<file path="config.mk">
export PLATFORM = sky130hd
export DESIGN_NAME = timer_counter_flat
export DESIGN_NICKNAME = d
export VERILOG_FILES = /design/src/rtl/timer_counter_pkg.sv /design/src/rtl/timer_counter_if.sv /design/src/rtl/timer_counter.sv /design/src/flat_wrapper.sv
export SDC_FILE = /design/constraint.sdc
export NUM_CORES = 1
export LEC_CHECK = 0
export CAP_MARGIN = 20
export CORE_MARGIN = 5
export CORE_UTILIZATION = 40
export CTS_CLUSTER_SIZE = 8
export DETAILED_ROUTE_END_ITERATION = 8
export DONT_BUFFER_PORTS = 1
export GPL_TIMING_DRIVEN = 0
export HOLD_SLACK_MARGIN = 0.12
export PLACE_DENSITY = 0.54
export SYNTH_ARGS = -nofsm -noshare
export SYNTH_HDL_FRONTEND = slang
export SYNTH_SLANG_ARGS = --single-unit
</file>
<file path="constraint.sdc">
create_clock -name clk -period 2.9 [get_ports clk]
set_input_delay 0.29 -clock clk [delete_from_list [all_inputs] [get_ports clk]]
set_output_delay 0.29 -clock clk [all_outputs]
set_load 0.02 [all_outputs]
</file>
<file path="src/rtl/timer_counter_pkg.sv">
// Shared constants and types for the 32-bit timer/counter: register offsets,
// CTRL field layout, MODE codes and FSM state encoding.
package timer_counter_pkg;

  localparam logic [1:0] REG_CTRL   = 2'd0;
  localparam logic [1:0] REG_PRESET = 2'd1;
  localparam logic [1:0] REG_COUNT  = 2'd2;
  localparam logic [1:0] REG_RSVD   = 2'd3;

  localparam logic [1:0] MODE_ONESHOT = 2'd0;
  localparam logic [1:0] MODE_RELOAD  = 2'd1;

  localparam int CTRL_W = 4;

  // Field order places EN at bit 0, MODE at [2:1], IM at bit 3.
  typedef struct packed {
    logic       im;
    logic [1:0] mode;
    logic       en;
  } ctrl_t;

  typedef enum logic [1:0] {
    ST_IDLE = 2'd0,
    ST_LOAD = 2'd1,
    ST_CNT  = 2'd2,
    ST_INT  = 2'd3
  } tc_state_e;

  // MODE 2 and 3 fall back to one-shot behaviour.
  function automatic logic is_reload(input ctrl_t c);
    return c.mode == MODE_RELOAD;
  endfunction

endpackage

</file>
<file path="src/rtl/timer_counter_if.sv">
// Register bus between the bridge and a timer_counter instance, plus its irq line.
interface timer_counter_if;
  logic [31:2] addr;
  logic        we;
  logic [31:0] wdata;
  logic [31:0] rdata;
  logic        irq;

  modport master (output addr, output we, output wdata, input rdata, input irq);
  modport slave  (input addr, input we, input wdata, output rdata, output irq);
endinterface

</file>
<file path="src/rtl/timer_counter.sv">
// 32-bit down-counting timer with CTRL/PRESET/COUNT registers and a masked,
// registered interrupt; one-shot or auto-reload, combinational read-back.
module timer_counter
  import timer_counter_pkg::*;
(
  input  logic           clk,
  input  logic           reset,
  timer_counter_if.slave bus
);

  ctrl_t       ctrl_q, ctrl_d;
  logic [31:0] preset_q;
  logic [31:0] count_q;
  logic        irq_flag_q, irq_flag_d;
  logic        irq_q;
  tc_state_e   state_q;

  logic [1:0]  sel;
  logic        wr_ctrl, wr_preset;
  logic        fire, int_reload, int_oneshot;
  logic        unused_addr;

  assign sel         = bus.addr[3:2];
  assign unused_addr = ^bus.addr[31:4];
  assign wr_ctrl     = bus.we && (sel == REG_CTRL);
  assign wr_preset   = bus.we && (sel == REG_PRESET);
  assign fire        = (state_q == ST_CNT) && ctrl_q.en && (count_q <= 32'd1);
  assign int_reload  = (state_q == ST_INT) && is_reload(ctrl_q);
  assign int_oneshot = (state_q == ST_INT) && !is_reload(ctrl_q);

  // A bus write to CTRL overrides the one-shot EN clear in the same cycle.
  always_comb begin
    ctrl_d = ctrl_q;
    if (int_oneshot) ctrl_d.en = 1'b0;
    if (wr_ctrl)     ctrl_d = ctrl_t'(bus.wdata[CTRL_W-1:0]);
  end

  // Bus-write clear has the final say over a simultaneous set.
  always_comb begin
    irq_flag_d = irq_flag_q;
    if (fire)                   irq_flag_d = 1'b1;
    if (int_reload)             irq_flag_d = 1'b0;
    if (wr_ctrl || wr_preset)   irq_flag_d = 1'b0;
  end

  always_ff @(posedge clk or negedge reset) begin
    if (!reset) begin
      ctrl_q     <= '0;
      preset_q   <= '0;
      count_q    <= '0;
      irq_flag_q <= 1'b0;
      irq_q      <= 1'b0;
      state_q    <= ST_IDLE;
    end else begin
      ctrl_q     <= ctrl_d;
      irq_flag_q <= irq_flag_d;
      irq_q      <= irq_flag_d & ctrl_d.im;
      if (wr_preset) preset_q <= bus.wdata;
      case (state_q)
        ST_IDLE: if (ctrl_q.en) state_q <= ST_LOAD;
        ST_LOAD: begin
          count_q <= preset_q;
          state_q <= ST_CNT;
        end
        ST_CNT: begin
          if (!ctrl_q.en) begin
            state_q <= ST_IDLE;
          end else if (fire) begin
            count_q <= '0;
            state_q <= ST_INT;
          end else begin
            count_q <= count_q - 32'd1;
          end
        end
        ST_INT:  state_q <= ST_IDLE;
        default: state_q <= ST_IDLE;
      endcase
    end
  end

  always_comb begin
    bus.rdata = '0;
    case (sel)
      REG_CTRL:   bus.rdata = {28'd0, ctrl_q};
      REG_PRESET: bus.rdata = preset_q;
      REG_COUNT:  bus.rdata = count_q;
      default:    bus.rdata = '0;
    endcase
  end

  assign bus.irq = irq_q;

endmodule
</file>
<file path="src/flat_wrapper.sv">
// flat-port wrapper written by rule: the top's interface ports become plain ports
module timer_counter_flat import timer_counter_pkg::*;
  (clk, reset, bus_addr, bus_we, bus_wdata, bus_rdata, bus_irq);
  timer_counter_if bus_i ();
  input  logic clk;
  input  logic reset;
  input wire logic [$bits(bus_i.addr)-1:0] bus_addr;
  input wire logic [$bits(bus_i.we)-1:0] bus_we;
  input wire logic [$bits(bus_i.wdata)-1:0] bus_wdata;
  output wire logic [$bits(bus_i.rdata)-1:0] bus_rdata;
  output wire logic [$bits(bus_i.irq)-1:0] bus_irq;
  assign bus_i.addr = bus_addr;
  assign bus_i.we = bus_we;
  assign bus_i.wdata = bus_wdata;
  assign bus_rdata = bus_i.rdata;
  assign bus_irq = bus_i.irq;
  timer_counter u_core (.clk(clk), .reset(reset), .bus(bus_i));
endmodule
</file>
==> flow_metrics.py, run 1 <==
metrics = {
    "sta": {
        "period_minus_slack_ns": 2.68,
        "rsz0062_at_grt": "no",
        "fin_worst_skew_ns": 0.00801,
        "fin_crit_sh": 0.925,
        "whs_ns": 0.157,
        "setup_tns_ns": 0,
        "worst_pin_slew_ns": 0.742,
        "slew_headroom": 0.506,
        "slew_violations": 0,
        "setup_viol": 0,
        "hold_viol_final": 0,
        "fmax_ghz": 0.373,
    },
    "drt": {
        "routed_wl_mm": 13.0,
        "vias_per_cell": 6.21,
        "dr.pass1.iters": 5,
        "remaining_drc_errors": 0,
        "ant_nets": 0,
        "vias": 3617,
        "wl_per_cell_um": 22.3,
        "drtIter0Drc": 300,
    },
    "global_route": {
        "grt_pass1_vias": 3639,
        "antenna_found_initial": 0,
        "grt_pass1_wl_mm": 20.9,
        "grt_usage": 0.216,
        "grt-ovfl-total": 0,
        "grt_max_degree": 73,
    },
    "setup_path": {
        "critPathMaxStageDelay_ns": 0.64,
        "end_kind": "output port",
        "worst-setup-path-type": "primary input to output port",
        "cp_data_arrival_time_ns": 2.39,
        "cp_max_fo": 10,
        "crit_top_cell": "clkbuf_1",
        "slowest_stage": "buf_1",
        "required_ns": 2.61,
        "crit_chain": "clkbuf_1 > nor2b_1 > clkbuf_1 > buf_1 > a22o_1",
        "cp-start-kind": "primary input",
    },
    "floorplanning": {
        "die_w_um": 111,
        "ioPinCount": 98,
        "die_h_um": 111,
        "dieArea_sq_mm": 0.0123,
        "rows": 36,
        "core_area_sq_mm": 0.00986,
        "start_util": 0.412,
    },
    "placed_design": {
        "place_hpwl_mm": 8.96,
        "port_buffers": 0,
        "place.gp.congestion": 0.920,
    },
    "clock_network": {
        "numClockSinks": 72,
        "cts_tree": "yes",
        "clkSlewWorstSetupHoldPaths_ns": 0.08,
        "clkLatencyLatePin_ns": 0.37,
        "h-tree-depth": 3,
        "clockBufferDepth": 2,
        "root_buffer": "clkbuf_8",
        "numCtsBuffers": 9,
    },
    "flow_run": {
        "max-cap-violations": 0,
    },
    "min_path": {
        "hold_class": "primary input to flop",
    },
    "final_layout": {
        "nets": 511,
        "nFillCells": 917,
        "n_antenna_cell": 0,
        "mostFrequentLayoutCell": "dfrtp_1",
        "layout-drive-gt1-share": 0.174,
        "areaGrowthSynthToFinish_pct": 18.4,
        "mostFrequentLayoutCells": "dfrtp_1, mux2_2, dlygate4sd3_1",
        "postLayoutCoreUtil": 0.488,
    },
    "yosys": {
        "synth_cell_type_count": 53,
        "synth_nets": 466,
        "syn_inst": 399,
        "syn_area_sq_mm": 0.00407,
        "seq_area_frac_synth": 0.443,
        "ys_ff_latch": 72,
        "ys_warn_count": 0,
        "syn_avg_cell_area_sq_um": 10.2,
    },
    "power": {
        "vdd_drop_max_uv": 338,
        "power_leakage_nw": 1.94,
        "powerDensity_mw_per_mm2": 913,
    },
    "outcome": {
        "outcome": "finished clean",
    },
}
[final timing paths]
check	startpoint	end	slack, ns	cells past startpoint
max	bus_addr[1]	bus_rdata[6]	0.22	5
min	bus_we	u_core.irq_flag_q$_DFF_PN0_	0.16	2
max reg2reg	u_core.count_q[0]$_DFFE_PN0P_	u_core.count_q[23]$_DFFE_PN0P_	0.37	8
min reg2reg	u_core.preset_q[4]$_DFFE_PN0P_	u_core.count_q[4]$_DFFE_PN0P_	0.53	2
max in group asynchronous	reset	u_core.count_q[14]$_DFFE_PN0P_	2.09	2
min in group asynchronous	reset	u_core.state_q[0]$_DFFE_PN0P_	0.49	2
[layout make-up]
type                       count  area [sq um]  area share
multi-input combinational    289          2110       0.437
sequential                    72          1800       0.374
timing repair buffer          34           358      0.0743
tap                          133           166      0.0345
clock buffer                  10           138      0.0286
buffer                        28           129      0.0267
clock inverter                 6          82.6      0.0171
inverter                      10          37.5     0.00779
[stage by stage]
step	std cells	power, mW	cell area [sq um]	setup WS [ns]
2_1_floorplan	399	2.93	4070	0.737
3_3_place_gp	532	3.38	4240	0.175
3_5_place_dp	532	3.42	4240	0.145
4_1_cts	582	4.40	4810	0.127
5_1_grt	582	4.70	4820	0.127
6_report	582	4.40	4820	0.219
[state kept, by name, indices dropped and copies added, names as in the netlist]
register,flops
u_core.count_q,32
u_core.preset_q,32
u_core.ctrl_q,4
u_core.state_q,2
u_core.bus.irq,1
u_core.irq_flag_q,1
[synth_stat cells, drive strengths merged]
cell type	instances	area [sq um]
dfrtp	72	1800
mux2	35	394
a22o	29	254
nand2	24	90.1
nand3	24	120
a22oi	17	128
nor2	16	60.1
o21ai	15	75.1
buf	14	76.3
clkbuf	14	52.6
or4	14	116
a21oi	13	65.1
inv	10	37.5
nor4	10	96.4
o211ai	10	75.1
nand4	9	62.6
nor3	8	56.3
nand2b	7	43.8
or3	7	43.8
o311ai	6	52.6
a31oi	5	37.5
and3	5	31.3
mux2i	4	40.0
nor2b	3	18.8
or2	3	18.8
a21o	2	15.0
a221o	2	20.0
a311oi	2	17.5
a32oi	2	17.5
ha	2	25.0
nand3b	2	15.0
o31a	2	17.5
a221oi	1	8.76
a31o	1	8.76
and4	1	8.76
nand4b	1	8.76
nor3b	1	7.51
o2111a	1	11.3
o211a	1	10.0
o21a	1	7.51
o21bai	1	7.51
o22ai	1	6.26
or3b	1	8.76
[report_power, final]
group	internal (mW)	switching, mW	leakage [nW]	total [mW]
sequential	1.33	0.422	0.869	1.76
combinational	0.672	1.07	0.960	1.74
clock	0.503	0.403	0.112	0.907
[worst max-delay path: cells and delay by family]
family                 cells  cell delay, ns
AOI/OAI and AO/OA          1            0.42
buffers and inverters      3            1.50
and+or+nand+nor            1            0.18
[cells by family after synthesis]
group	count (synthesis)	synth area share
simple gates	136	0.198
buf+inv	38	0.0409
compound gates	112	0.205
fa+ha+maj	2	0.00615
flops	72	0.443
mux	39	0.107
[metal layers]
metal / global-route usage / vias up / share of wire
met5: 0 / - / 0
met1: 0.288 / 1827 / 0.44
met4: 0.0616 / 0 / 0.013
li1: - / 1637 / -
met2: 0.351 / 138 / 0.48
met3: 0.0513 / 15 / 0.072
[what timing repair did]
action | CTS | global route
endpoints found under the setup margin | 0 | 1
setup buffers | 0 | 0
endpoints found under the hold margin | 108 | 0
resized for setup | 0 | 1
hold buffers | 34 | 0
Power figures use the tool's default switching activity.
==> inputs of run 2 (changes only) <==
--- a/config.mk
+++ b/config.mk
@@ -5,6 +5,7 @@
 export SDC_FILE = /design/constraint.sdc
 export NUM_CORES = 1
 export LEC_CHECK = 0
+export ABC_AREA = 1
 export CAP_MARGIN = 20
 export CORE_MARGIN = 5
 export CORE_UTILIZATION = 40
@@ -12,7 +13,6 @@
 export DETAILED_ROUTE_END_ITERATION = 8
 export DONT_BUFFER_PORTS = 1
 export GPL_TIMING_DRIVEN = 0
-export HOLD_SLACK_MARGIN = 0.12
 export PLACE_DENSITY = 0.54
 export SYNTH_ARGS = -nofsm -noshare
 export SYNTH_HDL_FRONTEND = slang
==> run 2 against run 1 <==
  * Cell count is 26% higher
  * Synthesized area is 5.4% higher
  * Sequential share of layout area is 1.1 points higher
  * Highest routed layer unchanged
  * Critical path depth is 1 lower
  * Synthesized cell count is 45% higher
  * Clock skew is 0.0015 ns lower
==> flow_metrics.py, run 2 <==
metrics = {
    "setup_path": {
        "critPathMaxStageDelay_ns": 0.67,
        "cp_data_arrival_time_ns": 1.83,
        "end_kind": "output port",
        "rr_endpoint": "u_core.count_q[17]$_DFFE_PN0P_",
        "r2r_cells": 10,
        "cp-start-kind": "primary input",
        "slowest_stage": "o21ai_0",
        "worst-setup-path-type": "primary input to output port",
        "cp_max_fo": 10,
        "crit_chain": "inv_1 > nand2_1 > clkbuf_1 > o21ai_0",
        "timing.rr.start": "u_core.count_q[0]$_DFFE_PN0P_",
        "r2r_slack_ns": 0.91,
        "required_ns": 2.61,
    },
    "sta": {
        "hold_viol_final": 0,
        "setup_viol": 0,
        "worst_slack_ns": 0.776,
        "fmax_ghz": 0.471,
        "slew_headroom": 0.518,
        "slew_violations": 0,
        "fin_worst_skew_ns": 0.00656,
        "period_minus_slack_ns": 2.12,
        "setup_tns_ns": 0,
        "fin_crit_sh": 0.733,
        "rsz0062_at_grt": "no",
        "worst_pin_slew_ns": 0.716,
    },
    "final_layout": {
        "nets": 658,
        "areaGrowthSynthToFinish_pct": 9.22,
        "postLayoutCoreUtil": 0.450,
        "reg_top3": "u_core.count_q (32), u_core.preset_q (32), u_core.ctrl_q (4)",
        "layout-drive-gt1-share": 0.109,
        "mostFrequentLayoutCells": "nand2_1, nor2_1, dfrtp_1",
        "nFillCells": 1103,
        "n_antenna_cell": 0,
        "mostFrequentLayoutCell": "nand2_1",
    },
    "floorplanning": {
        "rows": 37,
        "core_area_sq_mm": 0.0104,
        "dieArea_sq_mm": 0.0129,
        "start_util": 0.412,
        "ioPinCount": 98,
        "die_h_um": 114,
        "die_w_um": 114,
    },
    "outcome": {
        "outcome": "finished clean",
    },
    "yosys": {
        "ys_warn_count": 0,
        "synth_cell_type_count": 29,
        "syn_area_sq_mm": 0.00429,
        "synthTopCellsByArea": "dfrtp_1, nand2_1, nor2_1",
        "synth_nets": 645,
        "syn_inst": 578,
        "yosysTopAreaCell": "dfrtp_1",
        "synth_most_common_cell": "nand2_1",
        "async_reset_ff_frac": 1.00,
        "yosysTopAreaCellShare": 0.420,
        "synth_edf_count": 0,
        "ys.flop_type": "dfrtp_1",
        "syn_avg_cell_area_sq_um": 7.42,
        "ys_ff_latch": 72,
        "seq_area_frac_synth": 0.420,
        "ys_top_cells_by_count": "nand2_1, nor2_1, dfrtp_1",
    },
    "drt": {
        "routed_wl_mm": 12.5,
        "dr.pass1.iters": 4,
        "remaining_drc_errors": 0,
        "vias_per_cell": 5.16,
        "ant_nets": 0,
        "wl_per_cell_um": 17.1,
        "drtIter0Drc": 196,
        "vias": 3780,
    },
    "global_route": {
        "grt_usage": 0.199,
        "grt-ovfl-total": 0,
        "antenna_found_initial": 0,
        "grt_pass1_wl_mm": 20.0,
        "grt_max_degree": 73,
        "grt_pass1_vias": 3711,
    },
    "flow_run": {
        "max-cap-violations": 0,
    },
    "power": {
        "vdd_drop_max_uv": 381,
        "p_sw_mw": 1.93,
        "powerDensity_mw_per_mm2": 899,
        "clock_power_share": 0.188,
        "power_leakage_nw": 2.06,
        "seqPwrFrac": 0.405,
        "intPower_mw": 2.28,
        "netSwitchingFraction": 0.459,
        "p_comb_frac": 0.407,
    },
    "min_path": {
        "min_to": "u_core.preset_q[25]$_DFFE_PN0P_",
        "hold_class": "primary input to flop",
        "worstHoldStart": "bus_wdata[25]",
        "min_path_cells": 1,
    },
    "clock_network": {
        "root_buffer": "clkbuf_8",
        "clkSlewWorstSetupHoldPaths_ns": 0.08,
        "numClockSinks": 72,
        "clockBufferDepth": 2,
        "h-tree-depth": 3,
        "cts_resized": 0,
        "numCtsBuffers": 9,
        "clkLatencyLatePin_ns": 0.36,
        "cts_tree": "yes",
    },
    "placed_design": {
        "place.gp.congestion": 0.861,
        "port_buffers": 0,
        "place_hpwl_mm": 9.39,
        "pre_cts_slack_ns": 0.721,
    },
}
==> run 2: cell types whose count changed after synthesis, sizes merged, moves of 23 or more <==
cell	previous run	this run
a21oi	13	70
a22o	29	0
nor2	16	107
o21ai	15	38
nand2	24	122
inv	10	56
==> run 2: power by group through the flow <==
stage	combinational [mW]	clock, mW	sequential [mW]
after global placement	1.67	0	1.71
after CTS	1.73	0.819	1.70
after detailed placement	1.70	0	1.72
after global routing	1.96	0.854	1.76
final	1.72	0.792	1.71
after floorplan	1.33	0	1.61
==> run 2: cells by family after synthesis <==
| family | count (synthesis) | share of synthesized area |
|---|---|---|
| flops | 72 | 0.420 |
| xor+xnor | 8 | 0.0163 |
| compound gates | 119 | 0.147 |
| simple gates | 277 | 0.278 |
| fa+ha+maj | 2 | 0.00583 |
| mux | 23 | 0.0604 |
| buf+inv | 77 | 0.0732 |
==> run 2: worst max path at each step <==
stage | from | to | slack, ns | depth (start not counted)
after floorplan | u_core.count_q[0]$_DFFE_PN0P_ | u_core.count_q[19]$_DFFE_PN0P_ | 1.25 | 10
after CTS | bus_addr[0] | bus_rdata[29] | 0.72 | 4
final | bus_addr[0] | bus_rdata[30] | 0.78 | 4
after detailed placement | bus_addr[0] | bus_rdata[29] | 0.72 | 4
after global placement | bus_addr[0] | bus_rdata[29] | 0.73 | 4
after global routing | bus_addr[0] | bus_rdata[29] | 0.61 | 4
==> run 2: timing repair <==
action / in CTS / in global routing
hold endpoints to repair: 72 / 0
hold buffers: 2 / 0
buffers inserted: 0 / 0
==> run 2: per-stage QoR <==
step | std cells | hold WS (ns) | instance area [sq um] | power, mW
2_1_floorplan | 578 | -0.00559 | 4290 | 2.94
3_3_place_gp | 714 | -0.00313 | 4460 | 3.38
3_5_place_dp | 714 | -0.00361 | 4460 | 3.42
4_1_cts | 732 | 0.0610 | 4690 | 4.25
5_1_grt | 732 | 0.0620 | 4690 | 4.57
6_report | 732 | 0.0777 | 4690 | 4.21
==> run 2: routing by layer <==
metal  vias to the layer above  global-route usage  routed length [um]
li1                       1906                   -                   -
met1                      1765               0.278                5990
met2                       101               0.313                5650
met3                         8              0.0472                 761
met4                         0              0.0433                  99
met5                         -                   0                   0
==> run 2: area by class of cell <==
class | count | area [sq um] | area share
Inverter | 56 | 210 | 0.0449
Multi-Input combinational cell | 429 | 2170 | 0.464
Tap cell | 136 | 170 | 0.0363
Clock buffer | 10 | 128 | 0.0272
Sequential cell | 72 | 1800 | 0.385
Timing Repair Buffer | 2 | 37.5 | 0.00801
Clock inverter | 6 | 60.1 | 0.0128
Buffer | 21 | 104 | 0.0222
==> run 2: worst max-delay path: cells and delay by family <==
family | cells | cell delay [ns]
compound gates | 1 | 0.67
buf+inv | 2 | 0.55
simple gates | 1 | 0.32
==> inputs of run 3 (changes only) <==
--- a/config.mk
+++ b/config.mk
@@ -5,7 +5,7 @@
 export SDC_FILE = /design/constraint.sdc
 export NUM_CORES = 1
 export LEC_CHECK = 0
-export ABC_AREA = 1
+export ABC_AREA = 0
 export CAP_MARGIN = 20
 export CORE_MARGIN = 5
 export CORE_UTILIZATION = 40
@@ -13,7 +13,7 @@
 export DETAILED_ROUTE_END_ITERATION = 8
 export DONT_BUFFER_PORTS = 1
 export GPL_TIMING_DRIVEN = 0
-export PLACE_DENSITY = 0.54
+export PLACE_DENSITY = 0.56
 export SYNTH_ARGS = -nofsm -noshare
 export SYNTH_HDL_FRONTEND = slang
 export SYNTH_SLANG_ARGS = --single-unit
==> constraint.sdc (replaced) <==
create_clock -name clk -period 1.9 [get_ports clk]
set_input_delay 0.19 -clock clk [delete_from_list [all_inputs] [get_ports clk]]
set_output_delay 0.19 -clock clk [all_outputs]
set_load 0.02 [all_outputs]
==> run 3 against run 2 <==
  * Clock power up 53%
  * Critical path depth increased by 2
  * The run now ends with negative setup slack left
  * Largest power group unchanged
  * Critical endpoint is now u_core.count_q[19]$_DFFE_PN0P_
  * First-iteration DRC count grew 28%
  * Core utilization grew 11 points
  * Setup slack got worse by 1.2 ns
  * Global-route usage increased by 1.8 points
==> flow_metrics.py, run 3 (same netlist as run 1, synthesis figures left out) <==
metrics = {
    "placed_design": {
        "port_buffers": 0,
        "place.gp.congestion": 0.940,
        "pre_cts_slack_ns": -0.599,
        "place_hpwl_mm": 8.88,
        "placed_cells": 532,
    },
    "setup_path": {
        "end_kind": "flop",
        "cp_max_fo": 8,
        "cp-start-kind": "flop",
        "rr_endpoint": "u_core.count_q[19]$_DFFE_PN0P_",
        "cp_data_arrival_time_ns": 2.55,
        "r2r_cells": 6,
        "timing.rr.start": "u_core.count_q[2]$_DFFE_PN0P_",
        "worst-setup-path-type": "flop to flop",
        "required_ns": 2.14,
        "r2r_slack_ns": -0.41,
    },
    "clock_network": {
        "cts_tree": "yes",
        "numCtsBuffers": 9,
        "numClockSinks": 72,
        "clockBufferDepth": 2,
        "root_buffer": "clkbuf_8",
        "clkLatencyLatePin_ns": 0.35,
        "h-tree-depth": 3,
        "clkSlewWorstSetupHoldPaths_ns": 0.08,
    },
    "sta": {
        "period_minus_slack_ns": 2.31,
        "rsz0062_at_grt": "yes",
        "setup_viol": 35,
        "worst_pin_slew_ns": 0.829,
        "hold_viol_final": 0,
        "fin_crit_sh": 1.21,
        "fin_worst_skew_ns": 0.0109,
        "worst_slack_ns": -0.408,
        "fmax_ghz": 0.433,
        "slew_headroom": 0.447,
        "slew_violations": 0,
    },
    "min_path": {
        "min_to": "u_core.irq_flag_q$_DFF_PN0_",
        "hold_class": "primary input to flop",
        "min_path_cells": 2,
        "worstHoldStart": "bus_we",
    },
    "global_route": {
        "grt-ovfl-total": 0,
        "grt_pass1_vias": 3710,
        "antenna_found_initial": 0,
        "grt_max_degree": 73,
        "grt_usage": 0.216,
        "grt_pass1_wl_mm": 20.9,
    },
    "power": {
        "vdd_drop_max_uv": 612,
        "power_leakage_nw": 2.21,
        "powerDensity_mw_per_mm2": 1380,
    },
    "final_layout": {
        "areaGrowthSynthToFinish_pct": 34.8,
        "reg_top3": "u_core.count_q (32), u_core.preset_q (32), u_core.ctrl_q (4)",
        "nFillCells": 867,
        "mostFrequentLayoutCell": "dfrtp_1",
        "layout-drive-gt1-share": 0.351,
        "n_antenna_cell": 0,
        "mostFrequentLayoutCells": "dfrtp_1, mux2_2, dlygate4sd3_1",
        "nets": 546,
        "stdcell_count": 617,
    },
    "floorplanning": {
        "ioPinCount": 98,
        "core_area_sq_mm": 0.00986,
        "die_w_um": 111,
        "start_util": 0.412,
        "rows": 36,
        "die_h_um": 111,
        "dieArea_sq_mm": 0.0123,
    },
    "drt": {
        "vias_per_cell": 6.08,
        "vias": 3749,
        "drtIter0Drc": 250,
        "routed_wl_mm": 13.4,
        "wl_per_cell_um": 21.8,
        "ant_nets": 0,
        "remaining_drc_errors": 0,
        "dr.pass1.iters": 4,
    },
    "flow_run": {
        "max-cap-violations": 0,
    },
    "outcome": {
        "violations": "negative setup slack",
        "outcome": "complete, but fails checks",
    },
}
## run 3: cell count changes in the layout (fill, tap and decap cells not counted), moves of 13 or more
| cell | delta |
|---|---|
| a21oi_1 | -58 |
| a22o_1 | +29 |
| a22oi_1 | +13 |
| buf_4 | +30 |
| dlygate4sd3_1 | +32 |
| inv_1 | -48 |
| nand2_1 | -93 |
| nand3_1 | -23 |
| nor2_1 | -84 |
| o21ai_0 | -26 |
## run 3: report_power, final
part / switching [mW] / internal (mW) / total, mW
Clock: 0.610 / 0.600 / 1.21
Sequential: 0.771 / 2.06 / 2.83
Combinational: 1.90 / 1.60 / 3.51
Total: 3.29 / 4.26 / 7.54
## run 3: layer usage
layer | wire length (um) | track usage | part of all wire | up-vias
met5 | 0 | 0 | 0 | -
met2 | 6240 | 0.346 | 0.46 | 154
met3 | 993 | 0.0579 | 0.074 | 29
met1 | 5890 | 0.289 | 0.44 | 1852
li1 | - | - | - | 1714
met4 | 312 | 0.0608 | 0.023 | 0
## run 3: worst max-delay path, stage by stage, from the launching register on
cell and delay (ns):
dfrtp_2 0.48, nor4_4 0.43, buf_4 0.19, nand4_1 0.28
o31a_1 0.34, a22o_1 0.22, a221o_1 0.25
## run 3: worst max-delay path by stage
stage	startpoint	end	slack, ns	depth (start not counted)
floorplan	u_core.count_q[30]$_DFFE_PN0P_	u_core.count_q[19]$_DFFE_PN0P_	-0.26	6
CTS	u_core.count_q[30]$_DFFE_PN0P_	u_core.count_q[19]$_DFFE_PN0P_	-0.35	7
global route	u_core.count_q[2]$_DFFE_PN0P_	u_core.count_q[19]$_DFFE_PN0P_	-0.45	6
global placement	u_core.count_q[0]$_DFFE_PN0P_	u_core.count_q[30]$_DFFE_PN0P_	-0.56	7
finish	u_core.count_q[2]$_DFFE_PN0P_	u_core.count_q[19]$_DFFE_PN0P_	-0.41	6
detailed placement	bus_addr[1]	bus_rdata[21]	-0.60	5
## run 3: repair_timing
action / 4_1_cts / 5_1_grt
hold endpoints to repair: 108 / 0
endpoints found under the setup margin: 65 / 73
gates resized for setup: 62 / 35
pin swaps: 13 / 12
cloned: 1 / 0
hold buffers: 34 / 0
buffers inserted: 26 / 10
## run 3: stage by stage
step	setup TNS (ns)	power (mW)	hold slack [ns]	util	cell area [sq um]
3_5_place_dp	-35.34	5.29	-0.103	0.434	4280
2_1_floorplan	-4.62	4.55	-0.106	-	4120
3_3_place_gp	-31.57	5.25	-0.103	0.434	4280
6_report	-9.57	7.54	0.0794	0.556	5490
4_1_cts	-8.65	7.17	0.0681	0.535	5280
5_1_grt	-12.01	8.00	0.0698	0.556	5490
## run 3: final cells by class
| type | count | area [sq um] | area share |
|---|---|---|---|
| Buffer | 26 | 185 | 0.0338 |
| Clock buffer | 10 | 128 | 0.0233 |
| Clock inverter | 6 | 60.1 | 0.0109 |
| Inverter | 10 | 37.5 | 0.00684 |
| Multi-Input combinational cell | 289 | 2390 | 0.436 |
| Sequential cell | 72 | 1810 | 0.331 |
| Tap cell | 133 | 166 | 0.0303 |
| Timing Repair Buffer | 71 | 704 | 0.128 |
